--- src/rtl/exec_unit.sv ---
// Multi-cycle execute/writeback stage: IDLE -> READ -> EXEC -> WB, with an
// iterative shift-add multiplier and registered zero/carry status flags.
module exec_unit #(
  parameter int DATA_W = 16,
  parameter int ADDR_W = 4
) (
  input  logic              clk,
  input  logic              rst_n,
  input  logic              instr_valid,
  output logic              instr_ready,
  input  logic [3:0]        opcode,
  input  logic [ADDR_W-1:0] rd,
  input  logic [ADDR_W-1:0] rs1,
  input  logic [ADDR_W-1:0] rs2,
  input  logic [7:0]        imm,
  output logic [ADDR_W-1:0] read_address1,
  output logic [ADDR_W-1:0] read_address2,
  input  logic [DATA_W-1:0] read_data1,
  input  logic [DATA_W-1:0] read_data2,
  output logic              write_en,
  output logic [ADDR_W-1:0] write_address,
  output logic [DATA_W-1:0] write_data,
  output logic              done,
  output logic              flag_z,
  output logic              flag_c
);

  localparam int CNT_W = $clog2(DATA_W);
  localparam logic [CNT_W-1:0] CNT_LAST = CNT_W'(DATA_W - 1);

  localparam logic [3:0] OP_ADD = 4'd0;
  localparam logic [3:0] OP_SUB = 4'd1;
  localparam logic [3:0] OP_AND = 4'd2;
  localparam logic [3:0] OP_OR  = 4'd3;
  localparam logic [3:0] OP_XOR = 4'd4;
  localparam logic [3:0] OP_SHL = 4'd5;
  localparam logic [3:0] OP_SHR = 4'd6;
  localparam logic [3:0] OP_LDI = 4'd7;
  localparam logic [3:0] OP_MUL = 4'd8;
  localparam logic [3:0] OP_CMP = 4'd9;

  typedef enum logic [1:0] {IDLE, READ, EXEC, WB} state_t;

  state_t              state_reg;
  logic [3:0]          op_reg;
  logic [7:0]          imm_reg;
  logic [DATA_W-1:0]   a_reg;
  logic [DATA_W-1:0]   b_reg;
  logic [2*DATA_W-1:0] acc_reg;
  logic [CNT_W-1:0]    cnt_reg;
  logic                res_c_reg;

  logic [DATA_W-1:0]   alu_res;
  logic                alu_c;
  logic [DATA_W:0]     wide;
  logic [CNT_W-1:0]    shamt;
  logic [2*DATA_W-1:0] acc_next;
  logic                op_writes;

  always_comb begin
    alu_res = '0;
    alu_c   = 1'b0;
    wide    = '0;
    shamt   = b_reg[CNT_W-1:0];
    case (op_reg)
      OP_ADD: begin
        wide    = {1'b0, a_reg} + {1'b0, b_reg};
        alu_res = wide[DATA_W-1:0];
        alu_c   = wide[DATA_W];
      end
      OP_SUB, OP_CMP: begin
        wide    = {1'b0, a_reg} - {1'b0, b_reg};
        alu_res = wide[DATA_W-1:0];
        alu_c   = wide[DATA_W];
      end
      OP_AND: alu_res = a_reg & b_reg;
      OP_OR:  alu_res = a_reg | b_reg;
      OP_XOR: alu_res = a_reg ^ b_reg;
      // Extra bit above (SHL) or below (SHR) catches the last bit shifted out.
      OP_SHL: begin
        wide    = {1'b0, a_reg} << shamt;
        alu_res = wide[DATA_W-1:0];
        alu_c   = wide[DATA_W];
      end
      OP_SHR: begin
        wide    = {a_reg, 1'b0} >> shamt;
        alu_res = wide[DATA_W:1];
        alu_c   = wide[0];
      end
      OP_LDI: alu_res = DATA_W'(imm_reg);
      default: ;
    endcase
  end

  assign acc_next  = acc_reg + (b_reg[cnt_reg] ? ({{DATA_W{1'b0}}, a_reg} << cnt_reg) : '0);
  assign op_writes = (op_reg <= OP_MUL);

  always_ff @(posedge clk or negedge rst_n) begin
    if (!rst_n) begin
      state_reg     <= IDLE;
      instr_ready   <= 1'b0;
      op_reg        <= '0;
      imm_reg       <= '0;
      read_address1 <= '0;
      read_address2 <= '0;
      write_address <= '0;
      a_reg         <= '0;
      b_reg         <= '0;
      acc_reg       <= '0;
      cnt_reg       <= '0;
      res_c_reg     <= 1'b0;
      write_data    <= '0;
      write_en      <= 1'b0;
      done          <= 1'b0;
      flag_z        <= 1'b0;
      flag_c        <= 1'b0;
    end else begin
      case (state_reg)
        IDLE: begin
          if (instr_valid && instr_ready) begin
            op_reg        <= opcode;
            imm_reg       <= imm;
            write_address <= rd;
            read_address1 <= rs1;
            read_address2 <= rs2;
            instr_ready   <= 1'b0;
            state_reg     <= READ;
          end else begin
            instr_ready <= 1'b1;
          end
        end
        READ: begin
          a_reg     <= read_data1;
          b_reg     <= read_data2;
          acc_reg   <= '0;
          cnt_reg   <= '0;
          state_reg <= EXEC;
        end
        EXEC: begin
          if (op_reg == OP_MUL) begin
            acc_reg <= acc_next;
            cnt_reg <= cnt_reg + CNT_W'(1);
            if (cnt_reg == CNT_LAST) begin
              write_data <= acc_next[DATA_W-1:0];
              res_c_reg  <= |acc_next[2*DATA_W-1:DATA_W];
              write_en   <= 1'b1;
              done       <= 1'b1;
              state_reg  <= WB;
            end
          end else begin
            write_data <= alu_res;
            res_c_reg  <= alu_c;
            write_en   <= op_writes;
            done       <= 1'b1;
            state_reg  <= WB;
          end
        end
        WB: begin
          write_en    <= 1'b0;
          done        <= 1'b0;
          instr_ready <= 1'b1;
          state_reg   <= IDLE;
          if (op_reg <= OP_CMP) begin
            flag_z <= (write_data == '0);
            if (op_reg != OP_LDI) flag_c <= res_c_reg;
          end
        end
        default: state_reg <= IDLE;
      endcase
    end
  end

endmodule

--- config.mk ---
export PLATFORM = sky130hd
export DESIGN_NAME = exec_unit
export DESIGN_NICKNAME = d
export VERILOG_FILES = /design/src/rtl/exec_unit.sv
export SDC_FILE = /design/constraint.sdc
export NUM_CORES = 1
export LEC_CHECK = 0
export BUFFER_PORTS_ARGS = -buffer_cell sky130_fd_sc_hd__buf_2
export CELL_PAD_IN_SITES_DETAIL_PLACEMENT = 1
export CELL_PAD_IN_SITES_GLOBAL_PLACEMENT = 1
export CORE_MARGIN = 8
export CORE_UTILIZATION = 46
export DETAILED_ROUTE_END_ITERATION = 16
export PLACE_DENSITY_LB_ADDON = 0.1
export SETUP_SLACK_MARGIN = 0.02
export SYNTH_ARGS = -nofsm -noshare
export SYNTH_HDL_FRONTEND = slang
export SYNTH_SLANG_ARGS = --single-unit
--- constraint.sdc ---
create_clock -name clk -period 5.9 [get_ports clk]
set_input_delay 0.295 -clock clk [delete_from_list [all_inputs] [get_ports clk]]
set_output_delay 0.295 -clock clk [all_outputs]
set_load 0.02 [all_outputs]
-- Yosys cells after proc, flatten, opt, wreduce, memory -nomap -nowiden
Cells that the tools add are included.
- output and inout bits: 33
- input bits: 59
- register bits after elaboration: 116
- shift-type cells: 3
- order comparisons: 3
- equal/unequal tests: 18
- bitwise logic cells: 3
- mux-type cells: 24
- reduce and logical (&&, ||, !) cells: 16
- add/subtract/negate cells: 4
- operators by type and width (kind ; count):
    $pmux 16 s8 ; 1
    $mux 32 ; 2
    $pmux 32 s2 ; 1
    $add 32x32->32 ; 1
    $mux 16 ; 2
    $shl 16x4->32 ; 1
    $add 16x16->17 ; 1
    $shl 16x4->17 ; 1
    $shr 17x4->17 ; 1
    $sub 16x16->17 ; 1
    $and 16x16->16 ; 1
    $eq 4x3->1 const B ; 4
    $logic_not 16->1 ; 1
    $or 16x16->16 ; 1
    $reduce_or 16->1 ; 1
    $xor 16x16->16 ; 1
    $eq 4x4->1 const B ; 3
    $reduce_and 2->1 ; 6
    $eq 4x2->1 const B ; 2
    $le 4x4->1 const B ; 2
    $pmux 2 s4 ; 1
    $pmux 4 s2 ; 1
    $mux 1 ; 7
    $mux 2 ; 3
    19 further kinds ; 25

-- Depth between registers and ports, before layout
- word-level depth: 7
- gate-level depth with buffers: 22

-- Worst setup path after synthesis
OpenSTA, ideal clock, no wires.
- path kind: flip-flop to flip-flop
- from: register cnt_reg[0]
- to: register res_c_reg
- cell stages (with the launch flop): 22
- library setup time: 0.136 ns
- required time: 5.764 ns
- setup slack: 1.209 ns
- arrival: 4.556 ns
- cell sequence: dfrtp_1 -> clkbuf_1 -> mux4_2 -> nand2_1 -> o21ai_0 -> nand2_1 -> and2_1 -> clkbuf_1 -> clkbuf_1 -> a211oi_1 -> ha_1 -> clkbuf_1 -> nor3_1 -> nor2_1 -> a32oi_1 -> a21oi_1 -> or4_1 -> a21oi_1 -> o21ai_0 -> xor2_1 -> nor4_1 -> a31oi_1
- word-level cells in the longest chain between the ends: 7
- RTL lines (what ; RTL line ; source):
    start, declared ; 50 ; logic [CNT_W-1:0] cnt_reg;
    start signal, assigned ; 142 ; cnt_reg <= cnt_reg + CNT_W'(1);
    $bmux 1 s4 ; 95 ; assign acc_next = acc_reg + (b_reg[cnt_reg] ? ({{DATA_W{1'b0}}, a_reg} << cnt_reg) : '0);
    $mux 1 (implied by the code) ; 95 ;
    $mux 32 ; 95 ;
    $add 32x32->32 ; 95 ;
    $reduce_or 16->1 ; 145 ; res_c_reg <= |acc_next[2*DATA_W-1:DATA_W];
    $mux 1 ; 143 ; if (cnt_reg == CNT_LAST) begin
    $mux 1 ; 140 ; if (op_reg == OP_MUL) begin
    end signal, assigned ; 145 ;
    end signal, assigned ; 152 ; res_c_reg <= alu_c;
    end, declared ; 51 ; logic res_c_reg;
Several ways; a longest one is shown, not always the timed one. The select of a mux whose other input is x is not followed.
A chain may end at the register's enable or synchronous reset.

-- Worst setup path after layout
Same ends and word-level chain as after synthesis.

==> flow_summary.toml <==
[run_status]
status = "complete, no violations"

[route]
wl_mm = 43.3
final_antenna_net_count = 0
drc = 0
drt-wirelength-per-cell_um = 24.9
viasPerCell = 6.46
num_vias = 11221
drtPass1Iterations = 5
drtIter0Drc = 1143

[setup_path]
crit_chain = "mux4_2, o21ai_0, nand2_1, and2_1, a211oi_1, ha_1, a211oi_1, o21ai_1, a32oi_1, a21oi_1, or4_1, a21oi_1, o21ai_0, xor2_1, nor4_1, a31oi_1"
max_stage_delay_ns = 0.67
start_kind = "register"
cp.arrival_ns = 5.54
cp.required_ns = 6.20
cp_top_family = "compound AO/OA/AOI/OAI gates"
path_max_fanout = 15
worst-path-buf-inv = 0
worstSetupPathType = "register to register"
crit_path_top_delay_cell = "dfrtp_1"
endpoint_kind = "register"

[clock_network]
htreeDepth = 4
postCtsHoldBufs = 1
cts.path.max_buffers = 2
cts_resized = 0
clk_pin_slew_ns = 0.07
cts_buffers = 17
post-cts-setup-buffers = 0
cts_root_buf = "clkbuf_16"
clock-sinks = 116
cts_tree = "done"
worstSkewPairLatency_ns = 0.43

[yosys]
synth_area_sq_um = 10800
synth_edf_count = 0
yosys_most_used_dff = "dfrtp_1"
synth.ff_latch_count = 116
yosysWarnings = 0
ys_top_cells_by_area = "dfrtp_1, ha_1, o21ai_0"
synth_cell_type_count = 82
netlist_instances = 1359
yosys.area.top_type = "dfrtp_1"
seq_area_frac_synth_pct = 26.9
synth_top_area_share_pct = 26.9
syn_nets = 1506
synth.avg_cell_area_sq_um = 7.94
async_flop_share_pct = 100

[global_routing]
grt_use_met3_pct = 6.20
grt_first_pass_wirelength_mm = 67.4
antenna_found_initial = 3
grt_pass1_vias = 11140
overflow = 0
top_usage_layer = "met2"
grt_use_total_pct = 30.3
use_met1_pct = 42.7
grt_use_met2_pct = 45.7
grt_start_max_net_pins = 73

[power_and_ir_drop]
seqPwrFrac_pct = 19.8
p_clk_share_pct = 14.2
swShare_pct = 55.4
leakagePower_nw = 5.30
p_int_mw = 3.40
powerDensity_nw_per_um2 = 631
power_frac_comb_pct = 66.0
ir_worst_vdd_mv = 0.357
p_sw_mw = 4.22

[sta]
setup_viol = 0
slew_viol_final = 0
hold_slack_ns = 0.0708
post-route-min-period_ns = 5.24
worst_slew_pin_slew_ns = 1.38
skew_ns = 0.0168
slew_headroom_pct = 7.61
period_share_pct = 88.8
tns_ns = 0
fmax_ghz = 0.191
rsz0062_at_grt = "false"
hold_viol_final = 0

[die]
die_w_um = 169
start_util_pct = 46.4
die_h_um = 169
rows = 56
pin_count = 92
dieArea_sq_um = 28600
core_sq_um = 23300

[placed_design]
gp_congestion = 1.01
post-dp-hpwl_mm = 33.0
port_buffers = 91

[flow_run]
maxCapViolCount = 0

[cells_and_area]
drive_gt1_share_pct = 14.8
syn_to_final_growth_pct = 12.0
regArea_sq_um = 2900
layout_common_cells = "nand2_1, o21ai_0, nor2_1, dfrtp_1, a21oi_1"
layout.nets = 1551
fillers = 2899
final_common_cell = "nand2_1"
multi_input_area_sq_um = 7350
largest_reg_flops = 32

[hold_path]
hp-class = "primary input to register"
-- cell families (layout without fill, tap and decap cells) --
family / after synthesis / count (layout) / synth area share, %
multiplexers: 76 / 76 / 8.83
adder cells (fa/ha/maj): 88 / 88 / 10.4
AND/OR/NAND/NOR: 465 / 465 / 19.5
AO/OA/AOI/OAI: 439 / 439 / 26.6
flip-flops: 116 / 116 / 26.9
XOR/XNOR: 32 / 32 / 2.60
other: 0 / 1 / 0
buffers and inverters: 143 / 201 / 5.13
-- cells in the mapped netlist, types with 5 or more instances --
cell type  count
nand3_1       57
mux4_2        12
o21a_1         5
nand2_1      163
a31oi_1       18
mux2_2        30
o21ai_0      127
a221o_1        6
nor2_1       124
ha_1          85
and3_1         5
inv_1         53
buf_2          7
nor3_1        34
or3_1         10
nand2b_1       9
o211ai_1      18
xnor2_1       19
nor2b_1        9
dfrtp_1      116
nand4_1       10
a21oi_1      100
a221oi_1      24
clkbuf_1      70
o31ai_1        7
nor4_1        12
o21bai_1       9
buf_1         10
a21o_1        18
xor2_1        13
and2_1        16
a211oi_1      31
o22ai_1       12
mux2i_1       31
-- routing by layer --
metal	wire length (um)	vias up
met5	42	-
met4	1360	6
met3	3660	86
met2	18600	496
met1	19700	5556
li1	-	5077
-- final cells by class --
class                           count  share of cell area, %
Tap cell                          319                   3.30
Sequential cell                   116                   24.0
Antenna cell                        1                 0.0207
Timing Repair Buffer              114                   5.24
Multi-Input combinational cell   1100                   60.9
Inverter                           55                   1.71
Clock inverter                     14                   1.18
Clock buffer                       18                   3.64
-- worst register-to-register path, delay by kind of cell (launching register included) --
kind / cells / cell delay, ns
compound gates: 9 / 1.97
xor+xnor: 1 / 0.19
fa+ha+maj: 1 / 0.35
flops: 1 / 0.67
mux: 1 / 0.57
simple gates: 4 / 1.37
-- through the flow --
stage | setup slack [ns] | util (%) | power [mW] | instances | instance area (sq um)
global route | 0.134 | 51.9 | 8.06 | 1736 | 12100
floorplan | 1.21 | - | 4.72 | 1359 | 10800
CTS | 0.725 | 51.9 | 7.50 | 1736 | 12100
global placement | 0.868 | 49.4 | 6.28 | 1703 | 11500
finish | 0.663 | 51.9 | 7.62 | 1737 | 12100
detailed placement | 0.755 | 49.4 | 6.38 | 1703 | 11500
-- worst paths after layout --
check	slack, ns	start	cells after the start	endpoint
setup / recovery	0.66	cnt_reg[0]	16	res_c_reg
hold / removal	0.07	read_data2[13]	3	b_reg[13]
min in group asynchronous	0.44	rst_n	2	b_reg[12]
setup reg to reg	0.66	cnt_reg[0]	16	res_c_reg
max in group asynchronous	3.97	rst_n	3	b_reg[1]
hold reg to reg	0.50	read_address2[1]	1	read_address2[1]
-- power groups by stage --
stage | logic [mW] | clock network [mW] | registers [mW]
after floorplan | 3.25 | 0 | 1.47
after global placement | 4.79 | 0 | 1.49
after detailed placement | 4.86 | 0 | 1.52
after CTS | 4.90 | 1.09 | 1.50
after global routing | 5.40 | 1.11 | 1.55
final | 5.03 | 1.08 | 1.51
No activity file was read; power rests on OpenSTA's default activity.
